## src/rtl/agc_loop_ctrl.sv

```systemverilog
// AGC gain-loop sequencer: steps the PWM gain generator through settle, estimate
// and update phases, picks coarse or fine steps, and tracks lock on estimate error.
module agc_loop_ctrl #(
  parameter int TO_W     = 12,
  parameter int SETTLE_W = 8
) (
  input  logic                clk,
  input  logic                reset,
  input  logic                agc_start,
  input  logic                agc_stop,
  input  logic                agc_hold,
  input  logic [SETTLE_W-1:0] settle_len,
  input  logic [3:0]          lock_num,
  input  logic [8:0]          coarse_th,
  input  logic [8:0]          pwr_req_val,
  input  logic [8:0]          pwr_est_dB,
  input  logic                pwr_est_end,
  input  logic                pwm_val_up,
  output logic                est_start,
  output logic                pwm_ena,
  output logic                pwm_th_ena,
  output logic [1:0]          pwm_step,
  output logic                agc_lock,
  output logic                est_err,
  output logic [2:0]          agc_state
);

  typedef enum logic [2:0] {
    S_IDLE   = 3'd0,
    S_INIT   = 3'd1,
    S_SETTLE = 3'd2,
    S_EST    = 3'd3,
    S_UPD    = 3'd4,
    S_HOLD   = 3'd5
  } state_t;

  state_t              state_q, state_d;
  logic [SETTLE_W-1:0] settle_cnt_q, settle_cnt_d;
  logic [TO_W-1:0]     to_cnt_q, to_cnt_d;
  logic [3:0]          lock_cnt_q, lock_cnt_d;
  logic [3:0]          unlock_cnt_q, unlock_cnt_d;
  logic                coarse_q, coarse_d;
  logic                agc_lock_q, agc_lock_d;
  logic [1:0]          pwm_step_q, pwm_step_d;
  logic                est_err_q, est_err_d;
  logic                est_start_q, est_start_d;
  logic                pwm_ena_q, pwm_ena_d;
  logic                pwm_th_ena_q, pwm_th_ena_d;

  logic [8:0] abs_d_s;
  logic       in_range_s;
  logic       far_s;
  logic [3:0] lock_req_s;

  // |req - est| from the 10-bit two's-complement difference
  function automatic logic [8:0] abs_delta(input logic [8:0] req, input logic [8:0] est);
    logic [9:0] diff;
    logic [9:0] mag;
    diff = {1'b0, req} - {1'b0, est};
    if (diff[9]) begin
      mag = ~diff + 10'd1;
    end else begin
      mag = diff;
    end
    return mag[8:0];
  endfunction

  // Estimate classification against the lock window and the coarse threshold
  always_comb begin
    abs_d_s    = abs_delta(pwr_req_val, pwr_est_dB);
    in_range_s = (abs_d_s <= 9'd5);
    far_s      = (abs_d_s > coarse_th);
    if (lock_num == 4'd0) begin
      lock_req_s = 4'd1;
    end else begin
      lock_req_s = lock_num;
    end
  end

  // Next-state, counter and lock/step bookkeeping
  always_comb begin
    state_d      = state_q;
    settle_cnt_d = settle_cnt_q;
    to_cnt_d     = to_cnt_q;
    lock_cnt_d   = lock_cnt_q;
    unlock_cnt_d = unlock_cnt_q;
    coarse_d     = coarse_q;
    agc_lock_d   = agc_lock_q;
    pwm_step_d   = pwm_step_q;
    est_err_d    = 1'b0;
    if (agc_stop) begin
      state_d    = S_IDLE;
      agc_lock_d = 1'b0;
    end else if (agc_start) begin
      // INIT is entered with the loop already cleared back to coarse acquisition
      state_d      = S_INIT;
      lock_cnt_d   = 4'd0;
      unlock_cnt_d = 4'd0;
      agc_lock_d   = 1'b0;
      coarse_d     = 1'b1;
      pwm_step_d   = 2'd3;
    end else begin
      case (state_q)
        S_IDLE: begin
          state_d = S_IDLE;
        end
        S_INIT: begin
          state_d      = S_SETTLE;
          settle_cnt_d = settle_len;
        end
        S_SETTLE: begin
          if (settle_cnt_q == {SETTLE_W{1'b0}}) begin
            if (agc_hold) begin
              state_d = S_HOLD;
            end else begin
              state_d  = S_EST;
              to_cnt_d = {TO_W{1'b0}};
            end
          end else begin
            settle_cnt_d = settle_cnt_q - SETTLE_W'(1);
          end
        end
        S_HOLD: begin
          if (agc_hold) begin
            state_d = S_HOLD;
          end else begin
            state_d  = S_EST;
            to_cnt_d = {TO_W{1'b0}};
          end
        end
        S_EST: begin
          if (pwr_est_end) begin
            state_d = S_UPD;
            if (in_range_s) begin
              lock_cnt_d = (lock_cnt_q == 4'd15) ? 4'd15 : lock_cnt_q + 4'd1;
            end else begin
              lock_cnt_d = 4'd0;
            end
            if (lock_cnt_d >= lock_req_s) begin
              agc_lock_d = 1'b1;
            end else begin
              agc_lock_d = agc_lock_q;
            end
            if (agc_lock_q && far_s) begin
              unlock_cnt_d = (unlock_cnt_q == 4'd15) ? 4'd15 : unlock_cnt_q + 4'd1;
            end else begin
              unlock_cnt_d = 4'd0;
            end
            // Sustained error while locked drops back to coarse acquisition
            if (agc_lock_q && (unlock_cnt_d >= lock_req_s)) begin
              agc_lock_d   = 1'b0;
              lock_cnt_d   = 4'd0;
              unlock_cnt_d = 4'd0;
              coarse_d     = 1'b1;
            end else if (!far_s) begin
              coarse_d = 1'b0;
            end else begin
              coarse_d = coarse_q;
            end
          end else if (&to_cnt_q) begin
            est_err_d    = 1'b1;
            state_d      = S_SETTLE;
            settle_cnt_d = settle_len;
          end else begin
            to_cnt_d = to_cnt_q + TO_W'(1);
          end
        end
        S_UPD: begin
          if (pwm_val_up) begin
            state_d      = S_SETTLE;
            settle_cnt_d = settle_len;
            pwm_step_d   = coarse_q ? 2'd3 : 2'd1;
          end else begin
            state_d = S_UPD;
          end
        end
        default: begin
          state_d = S_IDLE;
        end
      endcase
    end
  end

  // Output strobes derived from the upcoming state so they register cleanly
  always_comb begin
    est_start_d  = (state_d == S_EST) && (state_q != S_EST);
    pwm_ena_d    = (state_d != S_IDLE);
    pwm_th_ena_d = (state_d == S_INIT);
  end

  // State and output registers
  always_ff @(posedge clk) begin
    if (reset) begin
      state_q      <= S_IDLE;
      settle_cnt_q <= {SETTLE_W{1'b0}};
      to_cnt_q     <= {TO_W{1'b0}};
      lock_cnt_q   <= 4'd0;
      unlock_cnt_q <= 4'd0;
      coarse_q     <= 1'b1;
      agc_lock_q   <= 1'b0;
      pwm_step_q   <= 2'd3;
      est_err_q    <= 1'b0;
      est_start_q  <= 1'b0;
      pwm_ena_q    <= 1'b0;
      pwm_th_ena_q <= 1'b0;
    end else begin
      state_q      <= state_d;
      settle_cnt_q <= settle_cnt_d;
      to_cnt_q     <= to_cnt_d;
      lock_cnt_q   <= lock_cnt_d;
      unlock_cnt_q <= unlock_cnt_d;
      coarse_q     <= coarse_d;
      agc_lock_q   <= agc_lock_d;
      pwm_step_q   <= pwm_step_d;
      est_err_q    <= est_err_d;
      est_start_q  <= est_start_d;
      pwm_ena_q    <= pwm_ena_d;
      pwm_th_ena_q <= pwm_th_ena_d;
    end
  end

  assign est_start  = est_start_q;
  assign pwm_ena    = pwm_ena_q;
  assign pwm_th_ena = pwm_th_ena_q;
  assign pwm_step   = pwm_step_q;
  assign agc_lock   = agc_lock_q;
  assign est_err    = est_err_q;
  assign agc_state  = state_q;

endmodule

```

## config.mk

```make
export PLATFORM = sky130hd
export DESIGN_NAME = agc_loop_ctrl
export DESIGN_NICKNAME = d
export VERILOG_FILES = /design/src/rtl/agc_loop_ctrl.sv
export SDC_FILE = /design/constraint.sdc
export NUM_CORES = 1
export LEC_CHECK = 0
export BUFFER_PORTS_ARGS = -buffer_cell sky130_fd_sc_hd__buf_4
export CAP_MARGIN = 40
export CORE_ASPECT_RATIO = 1.4
export CORE_MARGIN = 2
export CORE_UTILIZATION = 30
export CTS_BUF_LIST = sky130_fd_sc_hd__clkbuf_2 sky130_fd_sc_hd__clkbuf_4 sky130_fd_sc_hd__clkbuf_8
export DETAILED_ROUTE_END_ITERATION = 7
export HOLD_SLACK_MARGIN = 0.06
export PLACE_DENSITY_LB_ADDON = 0.2
export SYNTH_ARGS = -nofsm -noshare
export SYNTH_HDL_FRONTEND = slang
export SYNTH_SLANG_ARGS = --single-unit
```

## constraint.sdc

```tcl
create_clock -name clk -period 13 [get_ports clk]
set_input_delay 3.9 -clock clk [delete_from_list [all_inputs] [get_ports clk]]
set_output_delay 3.9 -clock clk [all_outputs]
set_load 0.01 [all_outputs]
```

==> implementation parameters, run 1 <==
Parameter                              Value

Status
  Run status ... finished clean

Drt
  Via-per-instance ratio ... 5.078
  Number of nets with antenna violations after detailed routing ... 0
  Via count ... 3179
  1st-iter DRT viols ... 116
  Number of optimization iterations in the first detailed-route pass ... 4
  Total routed wirelength ... 7.999 mm
  DRC violations left ... 0
  Detail-routed net length per standard cell ... 12.78 um

STA
  Hold Slack ... 0.4982 ns
  Slew at the pin with the worst max-slew slack ... 0.6112 ns
  Timing-limited maximum frequency ... 110.9 MHz
  Setup Total Neg Slack ... 0 ns
  Worst slew margin ... 58.88%
  Clock skew ... 0.008455 ns
  Period Utilization, post-route ... 69.38%
  Final count of pins violating max slew ... 0
  Worst path setup slack after routing ... 3.980 ns
  Unrepaired setup endpoints after global routing ... false
  Count of final setup violators ... 0
  Number of hold-slack violations in the final timing report ... 0
  Crit path time final ... 9.020 ns

Pwr
  Static Leakage ... 0.001714 uW
  Logic pwr share ... 37.0%
  Net Switching ... 107.8 uW
  Power consumption ... 318.5 uW
  Largest vdd supply drop ... 0.00002757 V
  Clock share of power ... 25.7%
  Flop pwr share ... 37.3%
  Power per cell area ... 80.19 nW/um^2
  Internal power ... 210.6 uW
  Switching Fraction ... 33.86%

GRT
  Largest net degree at the start of global routing ... 17
  Number of antenna violations at the first check in global routing ... 0
  Total global routing overflow ... 0
  Number of global-route vias before repair ... 3077
  GR Util All Layers ... 14.00%
  First-pass GRT wire length ... 13.90 mm

Yosys
  Register area share after synthesis ... 22.59%
  Count of synthesis-stage warnings from yosys ... 0
  Share of flip-flops with an asynchronous set or reset ... 0%
  Post-Synthesis Cell Area ... 3368 um^2
  Number of synthesized flops with an enable pin ... 0
  Number of synthesized register bits ... 38
  Synthesized instance count ... 434
  Dominant register cell in the synthesized netlist ... dfxtp_1
  Number of different library cells in the post-synthesis netlist ... 78
  Nets in the synthesized netlist ... 513
  Mean post-synth cell area ... 7.761 um^2

CTS
  Total of cells resized after clock tree synthesis ... 0
  Clock tree buffer depth ... 2
  Number of setup buffers added after CTS ... 0
  Clock buffer count from CTS ... 5
  TritonCTS clock tree ... yes
  Clock sink count ... 38
  Clock root cell ... clkbuf_8
  Number of hold-repair buffers added at the cts stage ... 0
  Maximum level of the CTS H-tree ... 2
  Insertion delay of the later-clocked pin in the worst-skew pair ... 0.30 ns
  Clock-pin transition on the worst setup and hold timing paths ... 0.08 ns

Final layout
  Post-layout util ... 36.36%
  Highest-count cells in the layout ignoring fill and taps ... buf_4, inv_1, nor2_1
  Most frequent standard cell in the layout excluding fill and tap cells ... buf_4
  Count of inserted antenna diode cells ... 0
  Final #Nets ... 565
  Fraction of final layout cells sized beyond drive strength 1 ... 18.35%
  Synthesis-to-finish area growth ... 17.90%

Flow run
  Reported max-cap violation count ... 0

Setup path
  Maximum fanout count along the critical path ... 10
  Start-to-end type of the worst setup path ... in2reg
  Critical path endpoint category ... flip-flop
  Reg-to-reg setup timing slack ... 9.94 ns
  Required time of the worst setup path ... 13.22 ns
  Crit path DAT ... 9.24 ns
  Slowest cell on crit path ... o211ai_1
  Startpoint type of the worst setup path ... input pin
  Critical path's largest stage delay ... 0.47 ns

Floorplanning
  Die boundary height ... 129.4 um
  Number of cell rows ... 45
  Number of top-level design ports ... 56
  Initial core utilization ... 30.84%
  Die X-Extent ... 93.55 um
  Area of the core region ... 10920 um^2
  Total Die Area ... 12100 um^2

Worst hold path
  Hold/Removal Path Class ... reg2reg

Place
  Weighted congestion at the end of routability-driven global placement ... 0.8915
  Post-placement setup slack ... 3.680 ns
  HPWL after detailed placement ... 6.452 mm
  Number of input and output port buffers inserted ... 54
## registers in the layout, indices dropped and copies added, names as in the netlist
signal and cells:
settle_cnt_q 8, pwm_ena 1, unlock_cnt_q 4, agc_state 3
est_err 1, est_start 1, pwm_th_ena 1, to_cnt_q 12
pwm_step 1, agc_lock 1, lock_cnt_q 4, coarse_q 1
## through the flow
stage / instances / area, um^2
floorplan: 434 / 3368
global placement: 620 / 3889
detailed placement: 620 / 3889
CTS: 626 / 3971
global route: 626 / 3971
finish: 626 / 3971
## layer usage
metal / global-route usage, % / wire [um] / vias to the layer above
li1: - / - / 1643
met1: 16.31 / 3410 / 1462
met2: 25.98 / 4158 / 66
met3: 1.919 / 313 / 8
met4: 4.945 / 116 / 0
met5: 0 / 0 / -
## critical path, delay by kind of cell
kind	cells	cell delay (ns)
compound gates	10	2.29
simple gates	6	1.25
fa+ha+maj	4	1.14
xor+xnor	1	0.35
buf+inv	3	0.19
mux	1	0.13
## path summary, 6_finish.rpt
check / depth (start not counted) / startpoint / to
setup reg to reg: 12 / unlock_cnt_q[0] / lock_cnt_q[3]
hold reg to reg: 2 / lock_cnt_q[0] / lock_cnt_q[0]
hold / removal: 2 / lock_cnt_q[0] / lock_cnt_q[0]
setup / recovery: 25 / pwr_req_val[0] / lock_cnt_q[3]
## cell families after synthesis
kind of cell,synth area share (%)
AND/OR/NAND/NOR,27.41
buffers and inverters,6.946
multiplexers,0.8916
flip-flops,22.59
other,0.1113
adder cells (fa/ha/maj),12.48
XOR/XNOR,6.649
AO/OA/AOI/OAI,22.92
## cells in the mapped netlist (all sizes together), types with 3 or more instances
cell type | count | share of area, %
a2111oi | 3 | 1.0
a211oi | 3 | 0.67
a21o | 6 | 1.3
a21oi | 28 | 4.3
a22oi | 4 | 0.89
a31oi | 3 | 0.56
buf | 4 | 0.85
clkbuf | 7 | 1.4
dfxtp | 38 | 23
ha | 32 | 12
inv | 42 | 4.7
mux2i | 3 | 0.89
nand2 | 38 | 4.2
nand2b | 10 | 1.9
nand3 | 13 | 1.9
nand4 | 6 | 1.1
nor2 | 43 | 4.9
nor2b | 5 | 0.93
nor3 | 19 | 3.3
nor4 | 4 | 0.74
nor4b | 6 | 2.2
o211ai | 3 | 0.82
o21a | 8 | 1.8
o21ai | 33 | 5.1
o31ai | 3 | 0.82
or2 | 5 | 0.93
or3 | 4 | 0.74
xnor2 | 11 | 3.3
xor2 | 12 | 3.3
## cell type report
type	count	area, um^2
well taps	141	176.4
fillers	1167	6952
repair buffers	56	420.4
inverters	42	157.7
multi-input cells	343	2374
flip-flops and latches	38	760.7
clock buffers	6	82.58
## power groups by stage
| stage | combinational [uW] | clock (uW) | sequential [uW] |
|---|---|---|---|
| final | 118 | 81.9 | 119 |
| after global placement | 117 | 0 | 121 |
| after CTS | 119 | 85.7 | 119 |
| after floorplan | 89.2 | 0 | 121 |
| after global routing | 134 | 90.0 | 119 |
| after detailed placement | 119 | 0 | 121 |
Note: power is estimated with default switching activity, not from simulation.
==> run 2, diff against run 1 <==
Clock period 13 ns to 7.6 ns, I/O delays scaled along.
==> run 2 against run 1 <==
Compared with the run above: sequential share of layout area is 0.32 points lower; sequential power is 71% higher; clock-buffer cell count is 2 higher; setup slack worse by 3.5 ns; final area is 1.7% higher; critical path depth stayed put; worst hold slack worse by 0.0046 ns; utilization is 0.62 points higher; routed wire length is 0.10% higher; clock power is 100% higher; final cell count is 1.1% higher; non-clock buffer count is 5 higher; largest power group is now combinational cells.
==> implementation parameters, run 2 (synthesis gave the netlist of run 1 again) <==
Parameter                              Value

CTS
  Clock sink count ... 38 (unchanged)
  Clock tree buffer depth ... 2 (unchanged)
  Number of hold-repair buffers added at the cts stage ... 0 (unchanged)
  Clock root cell ... clkbuf_8 (unchanged)
  Clock-pin transition on the worst setup and hold timing paths ... 0.08 ns (about the same)
  Insertion delay of the later-clocked pin in the worst-skew pair ... 0.30 ns (about the same)
  TritonCTS clock tree ... yes (unchanged)
  Clock buffer count from CTS ... 5 (unchanged)
  Maximum level of the CTS H-tree ... 2 (unchanged)

Final layout
  Number of standard cells in the final layout excluding fillers ... 633 (was 626)
  Most flops, register ... to_cnt_q (unchanged)
  Most frequent standard cell in the layout excluding fill and tap cells ... buf_4 (unchanged)
  Flip-flop count of the largest register, all copies and words added ... 12 (unchanged)
  Fraction of final layout cells sized beyond drive strength 1 ... 19.72% (was 18.35%)
  Count of inserted antenna diode cells ... 0 (unchanged)
  Highest-count cells in the layout ignoring fill and taps ... buf_4, inv_1, nor2_1 (unchanged)
  Final #Nets ... 570 (was 565)
  Fillers ... 1160 (was 1167)
  Registers with the highest flip-flop counts ... to_cnt_q (12), settle_cnt_q (8) (unchanged)
  Synthesis-to-finish area growth ... 19.91% (was 17.90%)

Drt
  Total routed wirelength ... 8.007 mm (was 7.999 mm)
  Via count ... 3167 (was 3179)
  Via-per-instance ratio ... 5.003 (was 5.078)
  Detail-routed net length per standard cell ... 12.65 um (was 12.78 um)
  Number of optimization iterations in the first detailed-route pass ... 5 (was 4)
  DRC violations left ... 0 (unchanged)
  Number of nets with antenna violations after detailed routing ... 0 (unchanged)
  1st-iter DRT viols ... 125 (was 116)

STA
  Final count of pins violating max slew ... 0 (unchanged)
  Crit path time final ... 7.167 ns
  Period Utilization, post-route ... 94.31%
  Number of hold-slack violations in the final timing report ... 0 (unchanged)
  Worst slew margin ... 61.00% (was 58.88%)
  Clock skew ... 0.006171 ns (was 0.008455 ns)
  Slew at the pin with the worst max-slew slack ... 0.5797 ns (was 0.6112 ns)
  Unrepaired setup endpoints after global routing ... false (unchanged)
  Timing-limited maximum frequency ... 139.5 MHz
  Setup Total Neg Slack ... 0 ns (unchanged)
  Count of final setup violators ... 0 (unchanged)

GRT
  First-pass GRT wire length ... 14.06 mm (was 13.90 mm)
  Number of global-route vias before repair ... 3155 (was 3077)
  GR Util All Layers ... 14.17% (was 14.00%)
  Total global routing overflow ... 0 (unchanged)
  Largest net degree at the start of global routing ... 17 (unchanged)
  Number of antenna violations at the first check in global routing ... 0 (unchanged)

Floorplanning
  Die boundary height ... 129.4 um (unchanged)
  Initial core utilization ... 30.84% (unchanged)
  Die X-Extent ... 93.55 um (unchanged)
  Number of top-level design ports ... 56 (unchanged)
  Total Die Area ... 12100 um^2 (unchanged)
  Area of the core region ... 10920 um^2 (unchanged)
  Number of cell rows ... 45 (unchanged)

Pwr
  Internal power ... 388.9 uW (was 210.6 uW)
  Net Switching ... 188.9 uW (was 107.8 uW)
  Flop pwr share ... 35.1% (was 37.3%)
  Static Leakage ... 0.001750 uW (was 0.001714 uW)
  Switching Fraction ... 32.69% (was 33.86%)
  Largest vdd supply drop ... 0.00006415 V (was 0.00002757 V)
  Power per cell area ... 143.1 nW/um^2 (was 80.19 nW/um^2)
  Logic pwr share ... 36.2% (was 37.0%)
  Clock share of power ... 28.6% (was 25.7%)

Setup path
  Required time of the worst setup path ... 7.83 ns (was 13.22 ns)
  Critical path endpoint category ... flip-flop (unchanged)
  Startpoint type of the worst setup path ... input pin (unchanged)
  Start-to-end type of the worst setup path ... in2reg (unchanged)
  Crit path DAT ... 7.39 ns (was 9.24 ns)
  Maximum fanout count along the critical path ... 10 (unchanged)

Flow run
  Reported max-cap violation count ... 0 (unchanged)

Place
  HPWL after detailed placement ... 6.458 mm (was 6.452 mm)
  Number of input and output port buffers inserted ... 54 (unchanged)
  Placed cells ... 624 (was 620)
  Weighted congestion at the end of routability-driven global placement ... 0.8825 (was 0.8915)

Status
  Run status ... finished clean (unchanged)

Worst hold path
  Hold/Removal Path Class ... reg2reg (unchanged)
-- run 2: routing by layer --
layer	vias up	global-route usage (%)	wire, um
met5	-	0	0
met4	0	5.115	127
met3	10	1.977	292
met2	65	26.53	4142
met1	1439	16.22	3443
li1	1653	-	-
-- run 2: through the flow --
| stage | hold slack, ns | power (uW) | utilization [%] | setup WS, ns | cell area [um^2] |
|---|---|---|---|---|---|
| 2_1_floorplan | 0.4514 | 359.8 | - | 0.6511 | 3368 |
| 3_3_place_gp | 0.4728 | 414.0 | 35.88 | 0.3406 | 3919 |
| 3_5_place_dp | 0.4825 | 416.2 | 35.88 | 0.1609 | 3919 |
| 4_1_cts | 0.4995 | 585.2 | 36.88 | 0.4704 | 4029 |
| 5_1_grt | 0.5362 | 623.9 | 36.98 | 0.004887 | 4039 |
| 6_report | 0.4936 | 577.8 | 36.98 | 0.4327 | 4039 |
-- run 2: layout make-up --
| type | instances | area [um^2] | share of cell area [%] |
|---|---|---|---|
| Clock buffer | 8 | 110.1 | 2.726 |
| Sequential cell | 38 | 760.7 | 18.84 |
| Inverter | 42 | 157.7 | 3.903 |
| Tap cell | 141 | 176.4 | 4.368 |
| Timing Repair Buffer | 61 | 457.9 | 11.34 |
| Multi-Input combinational cell | 343 | 2376 | 58.83 |
-- run 2: what timing repair did --
item                       4_1_cts  5_1_grt
gates resized for setup          0        1
buffers inserted                 0        1
setup endpoints to repair        0        2
hold endpoints to repair         0        0
-- run 2: worst max-delay path: stages --
cell,delay [ns]
buf_4,0.07
inv_1,0.03
ha_1,0.21
fa_1,0.39
and2b_1,0.25
o21a_2,0.18
mux2i_1,0.12
or3_1,0.43
o21a_1,0.18
or2_1,0.28
ha_1,0.30
nand2_1,0.07
nor4_1,0.29
a21oi_1,0.09
o211ai_1,0.13
buf_4,0.18
a21oi_1,0.06
ha_1,0.30
a21o_1,0.16
a21o_1,0.17
a21oi_1,0.27
o211ai_2,0.26
nor4b_1,0.34
nand4_1,0.14
a22oi_1,0.20
-- run 2: final timing paths --
kind	depth (start not counted)	from	slack, ns	endpoint
worst max-delay path	25	pwr_req_val[0]	0.43	lock_cnt_q[3]
worst max register to register	12	unlock_cnt_q[0]	4.55	lock_cnt_q[3]
worst min register to register	2	lock_cnt_q[0]	0.49	lock_cnt_q[0]
worst min-delay path	2	lock_cnt_q[0]	0.49	lock_cnt_q[0]
-- run 2: power by group through the flow --
stage               Clock [uW]  Combinational, uW  Sequential (uW)
global route               182                238              203
floorplan                    0                153              207
global placement             0                206              208
finish                     165                209              203
CTS                        173                210              203
detailed placement           0                208              208
==> run 3, diff against run 2 <==
Settings changed: CORE_MARGIN 2 to 1, CTS_BUF_LIST sky130_fd_sc_hd__clkbuf_2 sky130_fd_sc_hd__clkbuf_4 sky130_fd_sc_hd__clkbuf_8 to not set.
==> run 3 against run 2 <==
Compared with the run above: clock-buffer cell count down 3; non-clock buffer count is 2 lower; clock skew hardly changed; die area decreased by 3.7%; final cell count shrank 0.32%; critical endpoint unchanged; via count fell by 1.1%; combinational power fell by 2%; clock power rose by 44%; setup slack improved by 0.055 ns; first-iteration DRC count is 20% lower; total power is 12% higher; register-to-register slack better by 0.05 ns.
==> implementation parameters, run 3 (synthesis gave the netlist of run 1 again) <==
Parameter                              Value

Setup path
  Required time of the worst setup path ... 7.81 ns (was 7.83 ns)
  Crit path DAT ... 7.32 ns (was 7.39 ns)
  CP delay by family, top ... simple AND/OR/NAND/NOR gates (unchanged)
  Worst r2r dst ... lock_cnt_q[3] (unchanged)
  Reg-to-reg setup timing slack ... 4.60 ns (was 4.55 ns)
  Maximum fanout count along the critical path ... 10 (unchanged)
  FF-to-FF path depth ... 12 (unchanged)
  Critical path's largest stage delay ... 0.43 ns (about the same)
  Critical path endpoint category ... flip-flop (unchanged)
  Start-to-end type of the worst setup path ... in2reg (unchanged)
  Startpoint type of the worst setup path ... input pin (unchanged)
  Slowest cell on crit path ... or3_1 (unchanged)
  Worst reg2reg path startpoint ... unlock_cnt_q[0] (unchanged)
  WP buf/inv ... 2 (was 3)

Final layout
  Flip-flop count of the largest register, all copies and words added ... 12 (unchanged)
  Synthesis-to-finish area growth ... 21.17% (was 19.91%)
  Fraction of final layout cells sized beyond drive strength 1 ... 19.18% (was 19.72%)
  Count of inserted antenna diode cells ... 0 (unchanged)
  Registers with the highest flip-flop counts ... to_cnt_q (12), settle_cnt_q (8) (unchanged)
  Post-layout util ... 37.56% (was 36.98%)
  Fillers ... 1145 (was 1160)
  Area taken by flip-flops and latches ... 760.7 um^2 (unchanged)
  Final #Nets ... 568 (was 570)
  Most frequent standard cell in the layout excluding fill and tap cells ... buf_4 (unchanged)
  Most flops, register ... to_cnt_q (unchanged)
  Highest-count cells in the layout ignoring fill and taps ... buf_4, inv_1, nor2_1 (unchanged)
  Multi-input combinational cell area ... 2374 um^2 (was 2376 um^2)

STA
  Count of final setup violators ... 0 (unchanged)
  Worst slew margin ... 59.20% (was 61.00%)
  Clock skew ... 0.006134 ns (was 0.006171 ns)
  Crit path time final ... 7.112 ns (was 7.167 ns)
  Period Utilization, post-route ... 93.58% (was 94.31%)
  Number of hold-slack violations in the final timing report ... 0 (unchanged)
  Setup Total Neg Slack ... 0 ns (unchanged)
  Timing-limited maximum frequency ... 140.6 MHz (was 139.5 MHz)
  Unrepaired setup endpoints after global routing ... false (unchanged)
  Hold Slack ... 0.4874 ns (was 0.4936 ns)
  Slew at the pin with the worst max-slew slack ... 0.6098 ns (was 0.5797 ns)
  Final count of pins violating max slew ... 0 (unchanged)

GRT
  Total global routing overflow ... 0 (unchanged)
  First-pass GRT wire length ... 13.68 mm (was 14.06 mm)
  Number of global-route vias before repair ... 3119 (was 3155)
  Largest net degree at the start of global routing ... 17 (unchanged)
  Number of antenna violations at the first check in global routing ... 0 (unchanged)
  GR Util All Layers ... 14.09% (was 14.17%)

Drt
  1st-iter DRT viols ... 100 (was 125)
  DRC violations left ... 0 (unchanged)
  Detail-routed net length per standard cell ... 12.57 um (was 12.65 um)
  Number of optimization iterations in the first detailed-route pass ... 4 (was 5)
  Number of nets with antenna violations after detailed routing ... 0 (unchanged)
  Total routed wirelength ... 7.930 mm (was 8.007 mm)
  Via-per-instance ratio ... 4.962 (was 5.003)
  Via count ... 3131 (was 3167)

CTS
  Clock-pin transition on the worst setup and hold timing paths ... 0.06 ns (was 0.08 ns)
  Clock tree buffer depth ... 2 (unchanged)
  Clock buffer count from CTS ... 5 (unchanged)
  Total of cells resized after clock tree synthesis ... 0 (unchanged)
  Number of hold-repair buffers added at the cts stage ... 0 (unchanged)
  Clock sink count ... 38 (unchanged)
  Maximum level of the CTS H-tree ... 2 (unchanged)
  Insertion delay of the later-clocked pin in the worst-skew pair ... 0.28 ns (was 0.30 ns)
  Number of setup buffers added after CTS ... 0 (unchanged)
  TritonCTS clock tree ... yes (unchanged)
  Clock root cell ... clkbuf_16 (was clkbuf_8)

Floorplanning
  Initial core utilization ... 31.00% (was 30.84%)
  Die X-Extent ... 91.55 um (was 93.55 um)
  Total Die Area ... 11660 um^2 (was 12100 um^2)
  Number of cell rows ... 45 (unchanged)
  Die boundary height ... 127.4 um (was 129.4 um)
  Number of top-level design ports ... 56 (unchanged)
  Area of the core region ... 10870 um^2 (was 10920 um^2)

Pwr
  Switching Fraction ... 30.56% (was 32.69%)
  Logic pwr share ... 31.8% (was 36.2%)
  Largest vdd supply drop ... 0.00009022 V (was 0.00006415 V)
  Clock share of power ... 36.8% (was 28.6%)
  Flop pwr share ... 31.5% (was 35.1%)
  Net Switching ... 197.3 uW (was 188.9 uW)
  Power per cell area ... 158.2 nW/um^2 (was 143.1 nW/um^2)
  Static Leakage ... 0.001761 uW (was 0.001750 uW)
  Internal power ... 448.3 uW (was 388.9 uW)
  Power consumption ... 645.6 uW (was 577.8 uW)

Place
  Weighted congestion at the end of routability-driven global placement ... 0.8236 (was 0.8825)
  Number of input and output port buffers inserted ... 54 (unchanged)
  HPWL after detailed placement ... 6.386 mm (was 6.458 mm)

Worst hold path
  Hold path depth ... 2 (unchanged)
  Hold/Removal Path Class ... reg2reg (unchanged)
  Worst Hold Endpoint ... lock_cnt_q[0] (unchanged)
  Origin of the worst min-delay path ... lock_cnt_q[0] (unchanged)

Status
  Run status ... finished clean (unchanged)

Flow run
  Reported max-cap violation count ... 0 (unchanged)
## run 3: worst register-to-register path, stage by stage (launching register included)
cell and delay, ns:
dfxtp_1 0.41, ha_1 0.26, nand3_1 0.12, a21o_1 0.21
ha_1 0.28, nand2b_1 0.15, a21o_1 0.18, a21o_1 0.17
a21oi_1 0.26, o211ai_2 0.24, nor4b_1 0.31, nand4_1 0.13
a22oi_1 0.20
## run 3: how the worst max path moves through the flow
| stage | end | startpoint | cells after the start |
|---|---|---|---|
| finish | lock_cnt_q[3] | pwr_req_val[0] | 25 |
| global route | lock_cnt_q[3] | pwr_req_val[0] | 25 |
| CTS | lock_cnt_q[3] | pwr_req_val[0] | 26 |
| detailed placement | lock_cnt_q[3] | pwr_req_val[0] | 26 |
| global placement | lock_cnt_q[3] | pwr_req_val[0] | 26 |
| floorplan | lock_cnt_q[3] | pwr_req_val[0] | 24 |
## run 3: power groups by stage
stage / clock (uW) / sequential, uW / combinational, uW
2_1_floorplan: 0 / 207 / 153
3_5_place_dp: 0 / 208 / 206
5_1_grt: 251 / 203 / 231
3_3_place_gp: 0 / 208 / 203
4_1_cts: 243 / 203 / 207
6_report: 237 / 203 / 205
## run 3: routing by layer
layer	up-vias	global-route usage (%)	share of wire, %
li1	1648	-	-
met1	1425	15.82	43
met2	47	26.89	53
met3	11	2.381	2.5
met4	0	4.015	1.7
met5	-	0	0
## run 3: area by class of cell
cell class              count  area share (%)
multi-input cells         343           58.15
flip-flops and latches     38           18.64
clock buffers               5           3.066
clock inverters             3           1.104
well taps                 141           4.323
inverters                  42           3.863
repair buffers             59           10.85
## run 3: through the flow
step	worst slack [ns]	cells	area (um^2)
floorplan	0.6511	434	3368
global placement	0.3780	623	3911
detailed placement	0.2179	623	3911
CTS	0.5044	631	4081
global route	0.02722	631	4081
finish	0.4881	631	4081
